`config.mk`:
```
export PLATFORM = sky130hd
export DESIGN_NAME = axi_vga_fetch_ctrl
export DESIGN_NICKNAME = d
export VERILOG_FILES = /design/src/rtl/axi_vga_fetch_pkg.sv /design/src/rtl/axi_vga_fetch_credit.sv /design/src/rtl/axi_vga_fetch_ctrl.sv
export SDC_FILE = /design/constraint.sdc
export NUM_CORES = 1
export LEC_CHECK = 0
export ABC_AREA = 1
export CAP_MARGIN = 20
export CORE_MARGIN = 8
export CORE_UTILIZATION = 27
export DETAILED_ROUTE_END_ITERATION = 10
export PLACE_DENSITY = 0.6
export SYNTH_ARGS = -nofsm -noshare
export SYNTH_HDL_FRONTEND = slang
export SYNTH_SLANG_ARGS = --single-unit
```
`constraint.sdc`:
```
create_clock -name clk_i -period 7.75 [get_ports clk_i]
set_input_delay 1.55 -clock clk_i [delete_from_list [all_inputs] [get_ports clk_i]]
set_output_delay 1.55 -clock clk_i [all_outputs]
set_load 0.02 [all_outputs]
```
`src/rtl/axi_vga_fetch_pkg.sv`:
```
// Shared types and helpers for the VGA framebuffer AR fetch scheduler.
package axi_vga_fetch_pkg;

    typedef enum logic [1:0] {
        IDLE  = 2'd0,
        ISSUE = 2'd1,
        DRAIN = 2'd2
    } fetch_state_t;

    localparam int Page4k = 4096;

    // Beats that still fit before the next 4 KiB page boundary.
    function automatic logic [12:0] beats_to_page(input logic [11:0] page_off,
                                                  input int beat_bytes);
        int bytes_left;
        bytes_left = Page4k - int'(page_off);
        return 13'(bytes_left / beat_bytes);
    endfunction

endpackage

```
`src/rtl/axi_vga_fetch_credit.sv`:
```
// Outstanding-burst and in-flight-beat bookkeeping plus the AR grant test.
module axi_vga_fetch_credit #(
    parameter int MaxOutstanding = 4,
    parameter int FifoCntWidth   = 10
) (
    input  logic                                  clk_i,
    input  logic                                  rst_i,
    input  logic                                  ar_hs,
    input  logic [8:0]                            hs_beats,
    input  logic                                  r_beat,
    input  logic                                  r_last,
    input  logic [FifoCntWidth:0]                 fifo_free,
    input  logic [8:0]                            req_beats,
    output logic                                  grant,
    output logic [$clog2(MaxOutstanding+1)-1:0]   outstanding
);

    localparam int OutW = $clog2(MaxOutstanding + 1);
    localparam int CntW = FifoCntWidth + 1;

    logic [CntW-1:0] inflight_beats, inflight_d;
    logic [OutW-1:0] outstanding_d;
    logic [CntW:0]   need;

    // Handshake and R beat may land together; both deltas are applied.
    always_comb begin
        inflight_d    = inflight_beats;
        outstanding_d = outstanding;
        if (ar_hs) begin
            inflight_d    = inflight_d + CntW'(hs_beats);
            outstanding_d = outstanding_d + OutW'(1);
        end
        if (r_beat) inflight_d = inflight_d - CntW'(1);
        if (r_beat && r_last) outstanding_d = outstanding_d - OutW'(1);
    end

    always_ff @(posedge clk_i) begin
        if (rst_i) begin
            inflight_beats <= '0;
            outstanding    <= '0;
        end else begin
            inflight_beats <= inflight_d;
            outstanding    <= outstanding_d;
        end
    end

    assign need  = {1'b0, inflight_beats} + (CntW+1)'(req_beats);
    assign grant = (outstanding < OutW'(MaxOutstanding)) && ({1'b0, fifo_free} >= need);

    assert property (@(posedge clk_i) disable iff (rst_i)
        !(r_beat && !ar_hs && inflight_beats == '0));
    assert property (@(posedge clk_i) disable iff (rst_i)
        !(r_beat && r_last && !ar_hs && outstanding == '0));

endmodule

```
`src/rtl/axi_vga_fetch_ctrl.sv`:
```
// VGA framebuffer AR burst scheduler; credit-limited so the pixel FIFO never overflows.
// Optional AXI_VGA_FETCH_ERR_EN adds a sticky R-error flag err_o that halts issuing.
module axi_vga_fetch_ctrl
    import axi_vga_fetch_pkg::*;
#(
    parameter int AddrWidth      = 64,
    parameter int BeatBytes      = 8,
    parameter int MaxOutstanding = 4,
    parameter int FifoCntWidth   = 10
) (
    input  logic                  clk_i,
    input  logic                  rst_i,
    input  logic                  enable_i,
    input  logic                  start_sync_i,
    input  logic [AddrWidth-1:0]  fb_base_i,
    input  logic [31:0]           frame_bytes_i,
    input  logic [7:0]            burst_len_i,
    input  logic [FifoCntWidth:0] fifo_free_i,
    output logic                  ar_valid_o,
    input  logic                  ar_ready_i,
    output logic [AddrWidth-1:0]  ar_addr_o,
    output logic [7:0]            ar_len_o,
    input  logic                  r_valid_i,
    input  logic                  r_ready_i,
    input  logic                  r_last_i,
    input  logic [1:0]            r_resp_i,
`ifdef AXI_VGA_FETCH_ERR_EN
    output logic                  err_o,
`endif
    output logic                  busy_o,
    output logic                  overrun_o
);

    localparam int BeatShift = $clog2(BeatBytes);
    localparam int OutW      = $clog2(MaxOutstanding + 1);

    fetch_state_t          state_q, state_d;
    logic [AddrWidth-1:0]  addr_q;
    logic [31:0]           remain_q, remain_beats, hs_bytes;
    logic [12:0]           page_beats;
    logic [8:0]            beats, hs_beats;
    logic                  restart_pend_q, ovr_pend_q, err_q;
    logic                  ar_hs, r_beat, start_acc, do_restart, issue_en, raise, overrun_d, grant;
    logic [OutW-1:0]       outstanding;

    assign ar_hs      = ar_valid_o & ar_ready_i;
    assign r_beat     = r_valid_i & r_ready_i;
    assign hs_beats   = {1'b0, ar_len_o} + 9'd1;
    assign hs_bytes   = 32'(hs_beats) << BeatShift;
    assign start_acc  = start_sync_i & enable_i;
    // A restart waits until any presented AR has been accepted.
    assign do_restart = (state_q != IDLE) & enable_i & (start_sync_i | restart_pend_q)
                      & (~ar_valid_o | ar_ready_i);
    assign issue_en   = enable_i & ~err_q;
    assign busy_o     = (state_q != IDLE);

`ifdef AXI_VGA_FETCH_ERR_EN
    always_ff @(posedge clk_i) begin
        if (rst_i)                               err_q <= 1'b0;
        else if (r_beat && r_resp_i != 2'b00)    err_q <= 1'b1;
        else if (start_acc)                      err_q <= 1'b0;
    end
    assign err_o = err_q;
`else
    logic unused_resp;
    assign err_q       = 1'b0;
    assign unused_resp = ^r_resp_i;
`endif

    assign remain_beats = remain_q >> BeatShift;
    assign page_beats   = beats_to_page(addr_q[11:0], BeatBytes);

    always_comb begin
        beats = {1'b0, burst_len_i} + 9'd1;
        if (remain_beats < 32'(beats)) beats = remain_beats[8:0];
        if (page_beats < 13'(beats))   beats = page_beats[8:0];
    end

    always_ff @(posedge clk_i) begin
        if (rst_i) state_q <= IDLE;
        else       state_q <= state_d;
    end

    always_comb begin
        state_d = state_q;
        unique case (state_q)
            IDLE:  if (start_acc && frame_bytes_i != '0) state_d = ISSUE;
            ISSUE: begin
                if (do_restart)
                    state_d = (frame_bytes_i != '0) ? ISSUE : DRAIN;
                else if (!issue_en || (ar_hs && remain_q == hs_bytes))
                    state_d = DRAIN;
            end
            DRAIN: begin
                if (do_restart)
                    state_d = (frame_bytes_i != '0) ? ISSUE : DRAIN;
                else if (outstanding == '0 && !ar_valid_o)
                    state_d = IDLE;
            end
            default: state_d = IDLE;
        endcase
    end

    always_comb begin
        raise     = (state_q == ISSUE) && issue_en && !ar_valid_o && !start_sync_i
                  && !restart_pend_q && (remain_q != '0) && grant;
        overrun_d = do_restart && (ovr_pend_q || (start_sync_i && state_q == ISSUE));
    end

    always_ff @(posedge clk_i) begin
        if (rst_i) begin
            ar_valid_o     <= 1'b0;
            ar_addr_o      <= '0;
            ar_len_o       <= '0;
            overrun_o      <= 1'b0;
            addr_q         <= '0;
            remain_q       <= '0;
            restart_pend_q <= 1'b0;
            ovr_pend_q     <= 1'b0;
        end else begin
            overrun_o <= overrun_d;
            if (raise) begin
                ar_valid_o <= 1'b1;
                ar_addr_o  <= addr_q;
                ar_len_o   <= 8'(beats - 9'd1);
            end else if (ar_hs) begin
                ar_valid_o <= 1'b0;
            end
            if ((state_q == IDLE && start_acc) || do_restart) begin
                addr_q   <= fb_base_i;
                remain_q <= frame_bytes_i;
            end else if (ar_hs) begin
                addr_q   <= addr_q + AddrWidth'(hs_bytes);
                remain_q <= remain_q - hs_bytes;
            end
            if (do_restart || !enable_i) begin
                restart_pend_q <= 1'b0;
                ovr_pend_q     <= 1'b0;
            end else if (state_q != IDLE && start_sync_i && ar_valid_o && !ar_ready_i) begin
                restart_pend_q <= 1'b1;
                if (state_q == ISSUE) ovr_pend_q <= 1'b1;
            end
        end
    end

    axi_vga_fetch_credit #(
        .MaxOutstanding(MaxOutstanding),
        .FifoCntWidth  (FifoCntWidth)
    ) u_credit (
        .clk_i      (clk_i),
        .rst_i      (rst_i),
        .ar_hs      (ar_hs),
        .hs_beats   (hs_beats),
        .r_beat     (r_beat),
        .r_last     (r_last_i),
        .fifo_free  (fifo_free_i),
        .req_beats  (beats),
        .grant      (grant),
        .outstanding(outstanding)
    );

endmodule

```
==> results of run 1 <==
==> synth_stat cells (all sizes together), types with 8 or more instances <==
master    n
a21oi   128
a31oi    55
buf       8
clkbuf   59
dfxtp   188
ha       68
inv     242
nand2   400
nand3    78
nand4    27
nor2    209
nor3     53
nor4     20
o211ai   14
o21ai   142
or2       8
xnor2    22
xor2     64
==> critical path, delay by kind of cell <==
family                     cells  cell delay, ns
adders and majority gates      5            1.32
xor gates and xnor gates       2            0.31
and+or+nand+nor               20            1.60
AOI/OAI and AO/OA              8            1.27
buffers and inverters         11            1.72
==> state kept, by name, indices dropped and copies added, names as in the netlist <==
| signal | cells |
|---|---|
| overrun_o | 1 |
| state_q | 2 |
| ar_addr_o | 64 |
| ar_len_o | 8 |
| remain_q | 32 |
| ovr_pend_q | 1 |
| u_credit.inflight_beats | 11 |
| ar_valid_o | 1 |
| u_credit.outstanding | 3 |
| restart_pend_q | 1 |
| addr_q | 64 |
==> power groups by stage <==
stage	clock network [mW]	registers (mW)	logic, mW
after floorplan	0	1.14	0.824
after global placement	0	1.15	1.27
after detailed placement	0	1.15	1.30
after CTS	0.887	1.13	1.31
after global routing	0.923	1.14	1.55
final	0.867	1.13	1.39
==> metrics by stage <==
| step | setup TNS (ns) | util, % | hold WS, ns |
|---|---|---|---|
| 6_report | 0 | 36.2 | 0.477 |
| 5_1_grt | -0.207 | 36.2 | 0.507 |
| 4_1_cts | 0 | 35.3 | 0.480 |
| 3_5_place_dp | -27.89 | 34.1 | 0.470 |
| 3_3_place_gp | -23.56 | 34.1 | 0.442 |
| 2_1_floorplan | 0 | - | 0.431 |
==> kinds of logic after synthesis <==
kind of cell,after synthesis
AO/OA/AOI/OAI,378
AND/OR/NAND/NOR,800
XOR/XNOR,86
flip-flops,188
adder cells (fa/ha/maj),72
buffers and inverters,311
==> area by class of cell <==
type | instances | area (sq um)
multi-input combinational | 1336 | 7560
sequential | 188 | 3760
fill | 4760 | 28800
clock inverter | 10 | 81.3
clock buffer | 22 | 474
timing repair buffer | 286 | 2780
inverter | 244 | 927
tap | 600 | 751
==> layout by cell type (no fill, tap or decap), types with 6 or more instances in the layout <==
| cell type | count |
|---|---|
| nor2_2 | 13 |
| nand3_1 | 77 |
| a21oi_1 | 118 |
| nor4_1 | 20 |
| a21oi_2 | 9 |
| nand4_1 | 27 |
| a221oi_1 | 6 |
| o21ai_1 | 11 |
| xor2_1 | 63 |
| nor3_1 | 50 |
| nand2_1 | 374 |
| nand2_2 | 15 |
| nand2_4 | 11 |
| o211ai_1 | 14 |
| xnor2_1 | 21 |
| inv_2 | 6 |
| clkdlybuf4s50_1 | 196 |
| nor2_4 | 8 |
| buf_12 | 6 |
| o21ai_0 | 126 |
| a31oi_1 | 54 |
| nor2_1 | 187 |
| clkbuf_16 | 21 |
| ha_1 | 61 |
| dfxtp_1 | 188 |
| inv_1 | 234 |
| buf_4 | 79 |
==> final timing paths <==
kind	start	endpoint	slack, ns
setup / recovery	burst_len_i[0]	ar_addr_o[20]	0.34
hold / removal	ovr_pend_q	ovr_pend_q	0.48
setup reg to reg	remain_q[24]	ar_addr_o[20]	1.74
hold reg to reg	ovr_pend_q	ovr_pend_q	0.48
==> metal layers <==
| metal | routed length (um) | vias to the layer above | GRT usage, % |
|---|---|---|---|
| li1 | - | 6526 | - |
| met1 | 19400 | 6072 | 19.1 |
| met2 | 22200 | 378 | 28.7 |
| met3 | 2720 | 57 | 4.23 |
| met4 | 1020 | 4 | 5.28 |
| met5 | 25 | - | 0 |
==> what timing repair did <==
action / in CTS / in global routing
pin swaps: 0 / 16
setup buffers: 0 / 7
resized for setup: 2 / 52
gates cloned: 0 / 4
setup endpoints to repair: 2 / 73
==> impl_metrics.toml, run 1 <==
[status]
status = "complete, no violations"

[sta]
tightest_slew_ns = 0.995
finalHoldViolations = 0
timing.final.crit_share_pct = 95.6
max_freq_mhz = 135
setup_viol = 0
fin_skew_ns = 0.0142
slew_violations = 0
fin_crit_ns = 7.41
relSlewSlack_pct = 33.6
timing.final.ws_setup_ns = 0.344

[detailed_routing]
drtAntennaViolNets = 0
vias_per_cell = 4.85
first_pass_iters = 7
vias = 13037
totalWireLength_um = 45400
wl_per_cell_um = 16.9
drtIter0Drc = 907
drcViolationCount = 0

[logic_synthesis]
yosysWarnings = 0
synthMuxAreaShare_pct = 0
syn_inst = 1835
synth_compound_area_share_pct = 17.3
synth.avg_cell_area_sq_um = 6.70
synthesis.area_sq_mm = 0.0123
ys_async_sr_fraction_pct = 0
yosys.area_share.simple_pct = 28.7
synth_seq_cells = 188
yosys.cell_types.count = 55
synth.top_cell.area_share_pct = 30.6
yosysTopAreaCell = "dfxtp_1"
ys_seq_area_share_pct = 30.6
syn_nets = 2032
post_synth_xor_area_fraction_pct = 6.13
synthAdderAreaFrac_pct = 7.57
synth_flop_cell = "dfxtp_1"
synth_top_family_by_area = "simple AND/OR/NAND/NOR gates"
synth_edf_count = 0
ys_top_cells_by_area = "dfxtp_1 31%, nand2_1 12%, inv_1 7.2%"

[finish]
area.growth.synth_to_final_pct = 32.9
drive_above_1_share_pct = 10.3
antennaDiodeCount = 0
stdcell_count = 2686
nets = 2270
design_area_sq_mm = 0.0163

[power_and_ir_drop]
power_mw = 3.39
switching_share_pct = 38.6
ir_worst_vdd_v = 0.000183
p_int_mw = 2.08
combPwrFrac_pct = 41.1
p_leak_nw = 6.70
power_density_mw_per_mm2 = 207
p_switching_mw = 1.31
seq_power_share_pct = 33.4
clockPowerShare_pct = 25.6

[worst_setup_path]
max_stage_delay_ns = 0.43
rr_worst_depth = 44
crit_required_ns = 8.14
worst-setup-path-type = "in2reg"
crit_fanout = 18
arrival_ns = 7.80
slowest_stage = "clkdlybuf4s50_1"
crit_top_cell = "nand2_4"
end_kind = "flop"
start_kind = "input pin"

[die]
die_y_um = 229
core-area_sq_mm = 0.0452
ios = 200
rows = 78
initial_core_util_pct = 27.2
dieArea_sq_mm = 0.0526
die_w_um = 229

[place]
placed_cells = 2643
place_area_sq_mm = 0.0154
place_hpwl_um = 33900
io_buffers = 197
dp_slack_ns = -0.573
gp_congestion = 0.900

[grt]
grt_pass1_vias = 12771
grt-ovfl-total = 0
grt_max_degree = 90
grt_usage_pct = 16.3
grt_pass1_wl_um = 68500
grt_antenna_before_repair = 3

[clock_network]
hold_buffers = 0
cts_sinks = 188
insertion_delay_ns = 0.47
clk_pin_slew_ns = 0.07
cts-root-buf = "clkbuf_16"
ctsHtreeMaxLevel = 4
cts_tree = "done"
numCtsBuffers = 17
ctsLongestPathBuffers = 2

[min_path]
min_path_type = "reg2reg"
min_path_cells = 2

[job]
cap_violations = 0
Note: power is estimated with default switching activity, not from simulation.
==> run 2: changes to the inputs <==
--- a/config.mk
+++ b/config.mk
@@ -6,6 +6,7 @@
 export NUM_CORES = 1
 export LEC_CHECK = 0
 export ABC_AREA = 1
+export ABC_CLOCK_PERIOD_IN_PS = 7750
 export CAP_MARGIN = 20
 export CORE_MARGIN = 8
 export CORE_UTILIZATION = 27
==> constraint.sdc (replaced) <==
create_clock -name clk_i -period 7.75 [get_ports clk_i]
set_input_delay 1.1625 -clock clk_i [delete_from_list [all_inputs] [get_ports clk_i]]
set_output_delay 1.1625 -clock clk_i [all_outputs]
set_load 0.02 [all_outputs]
==> run 2 against run 1 <==
  * Maximum frequency up 3.0%
  * Clock-buffer cell count down 2
  * Non-clock buffer count down 57
  * Via count down 1.6%
  * Register-to-register slack about the same
  * Design area down 4.1%
  * Clock skew up 0.012 ns
  * Hold slack worse by 0.0048 ns
  * First-iteration DRC count up 8.6%
  * Critical endpoint is now ar_addr_o[33]
  * Largest power group unchanged
==> impl_metrics.toml, run 2 (synthesized netlist as in run 1, its figures left out) <==
[clock_network]
clk_pin_slew_ns = 0.07
ctsLongestPathBuffers = 2
ctsHtreeMaxLevel = 4
cts_sinks = 188
cts_tree = "done"
cts-root-buf = "clkbuf_16"
numCtsBuffers = 17
insertion_delay_ns = 0.47

[sta]
rsz0062_at_grt = "false"
fin_crit_ns = 7.19
max_freq_mhz = 139
setup_viol = 0
finalHoldViolations = 0
tns_ns = 0
timing.final.ws_setup_ns = 0.560
fin_skew_ns = 0.0263
tightest_slew_ns = 1.01
relSlewSlack_pct = 32.9
slew_violations = 0
timing.final.crit_share_pct = 92.8

[power_and_ir_drop]
clockPowerShare_pct = 28.1
switching_share_pct = 39.1
seq_power_share_pct = 34.5
p_int_mw = 1.99
combPwrFrac_pct = 37.3
ir_worst_vdd_v = 0.000161
power_density_mw_per_mm2 = 208
power_mw = 3.27
p_leak_nw = 6.37
p_switching_mw = 1.28

[grt]
grt-ovfl-total = 0
grt_usage_pct = 16.2
grt_max_degree = 90
grt_antenna_before_repair = 1
grt_pass1_wl_um = 68700
grt_pass1_vias = 12482

[worst_setup_path]
rr_startpoint = "remain_q[24]"
worst-setup-path-type = "in2reg"
max_stage_delay_ns = 0.45
cp-startpoint = "burst_len_i[0]"
start_kind = "input pin"
path_delay_family = "simple AND/OR/NAND/NOR gates"
crit_fanout = 30
crit_top_cell = "nand2_1"
arrival_ns = 7.54
worst-path-buf-inv = 9
end_kind = "flop"
crit_required_ns = 8.10
slowest_stage = "clkdlybuf4s50_1"

[die]
initial_core_util_pct = 27.2
die_w_um = 229
core-area_sq_mm = 0.0452
ios = 200
rows = 78
dieArea_sq_mm = 0.0526
die_y_um = 229

[finish]
layout_common_cells = "378 x nand2_1, 235 x inv_1, 196 x clkdlybuf4s50_1"
fillers = 4833
regArea_sq_mm = 0.00376
final_common_cell = "nand2_1"
area.growth.synth_to_final_pct = 27.4
reg.largest.list = "addr_q x64, ar_addr_o x64, remain_q x32"
nets = 2213
drive_above_1_share_pct = 6.16
stdcell_count = 2629
multi_input_area_sq_mm = 0.00738
antennaDiodeCount = 0
design_area_sq_mm = 0.0157

[place]
place_area_sq_mm = 0.0150
gp_congestion = 0.885
place_hpwl_um = 33200
io_buffers = 197
placed_cells = 2592
dp_slack_ns = -0.119

[detailed_routing]
vias = 12829
first_pass_iters = 5
drtAntennaViolNets = 0
wl_per_cell_um = 17.1
drtIter0Drc = 985
totalWireLength_um = 44900
vias_per_cell = 4.88
drcViolationCount = 0

[min_path]
min_path_type = "reg2reg"
hold_start = "ovr_pend_q"

[job]
cap_violations = 0

[status]
status = "complete, no violations"
-- run 2: final cells by class --
type                    instances  area share [%]
multi-input cells            1336            47.1
inverters                     244            5.90
well taps                     600            4.79
repair buffers                229            14.5
flip-flops and latches        188            24.0
clock buffers                  20            2.85
clock inverters                12           0.823
-- run 2: worst paths after layout --
path | endpoint | slack (ns) | depth (start not counted)
setup / recovery | ar_addr_o[33] | 0.56 | 46
hold / removal | ovr_pend_q | 0.47 | 2
setup reg to reg | ar_addr_o[33] | 1.73 | 40
hold reg to reg | ovr_pend_q | 0.47 | 2
-- run 2: what timing repair did --
item / CTS / global route
hold buffers: 0 / 0
buffers inserted: 0 / 3
endpoints found under the setup margin: 0 / 73
gates resized for setup: 0 / 10
-- run 2: metal layers --
layer	share of wire, %	GRT usage, %	vias to the layer above	routed length [um]
met5	0.029	0	-	13
met4	1.4	4.26	2	645
met3	5.6	3.25	40	2510
met2	50	28.3	335	22300
met1	43	20.0	6029	19500
li1	-	-	6423	-
-- run 2: worst register-to-register path: cells and delay by family (launching register included) --
family	cells	cell delay (ns)
compound gates	8	1.32
xor+xnor	1	0.16
fa+ha+maj	3	0.93
buf+inv	7	0.98
flops	1	0.36
simple gates	21	2.18
-- run 2: power groups by stage --
| stage | clock network, mW | logic [mW] | registers (mW) |
|---|---|---|---|
| final | 0.919 | 1.22 | 1.13 |
| after CTS | 0.937 | 1.21 | 1.13 |
| after detailed placement | 0 | 1.21 | 1.15 |
| after global routing | 0.971 | 1.37 | 1.14 |
| after floorplan | 0 | 0.824 | 1.14 |
| after global placement | 0 | 1.18 | 1.15 |
-- run 2: through the flow --
stage | hold WS [ns] | util, %
floorplan | 0.431 | -
global placement | 0.443 | 33.2
detailed placement | 0.465 | 33.2
CTS | 0.475 | 34.5
global route | 0.508 | 34.7
finish | 0.472 | 34.7
==> run 3: changes to the inputs <==
--- a/config.mk
+++ b/config.mk
@@ -11,6 +11,7 @@
 export CORE_MARGIN = 8
 export CORE_UTILIZATION = 27
 export DETAILED_ROUTE_END_ITERATION = 10
+export GPL_ROUTABILITY_DRIVEN = 1
 export PLACE_DENSITY = 0.6
 export SYNTH_ARGS = -nofsm -noshare
 export SYNTH_HDL_FRONTEND = slang
==> results of run 3 <==
Same layout as run 2: the final DEF is identical, and so are final timing and power.
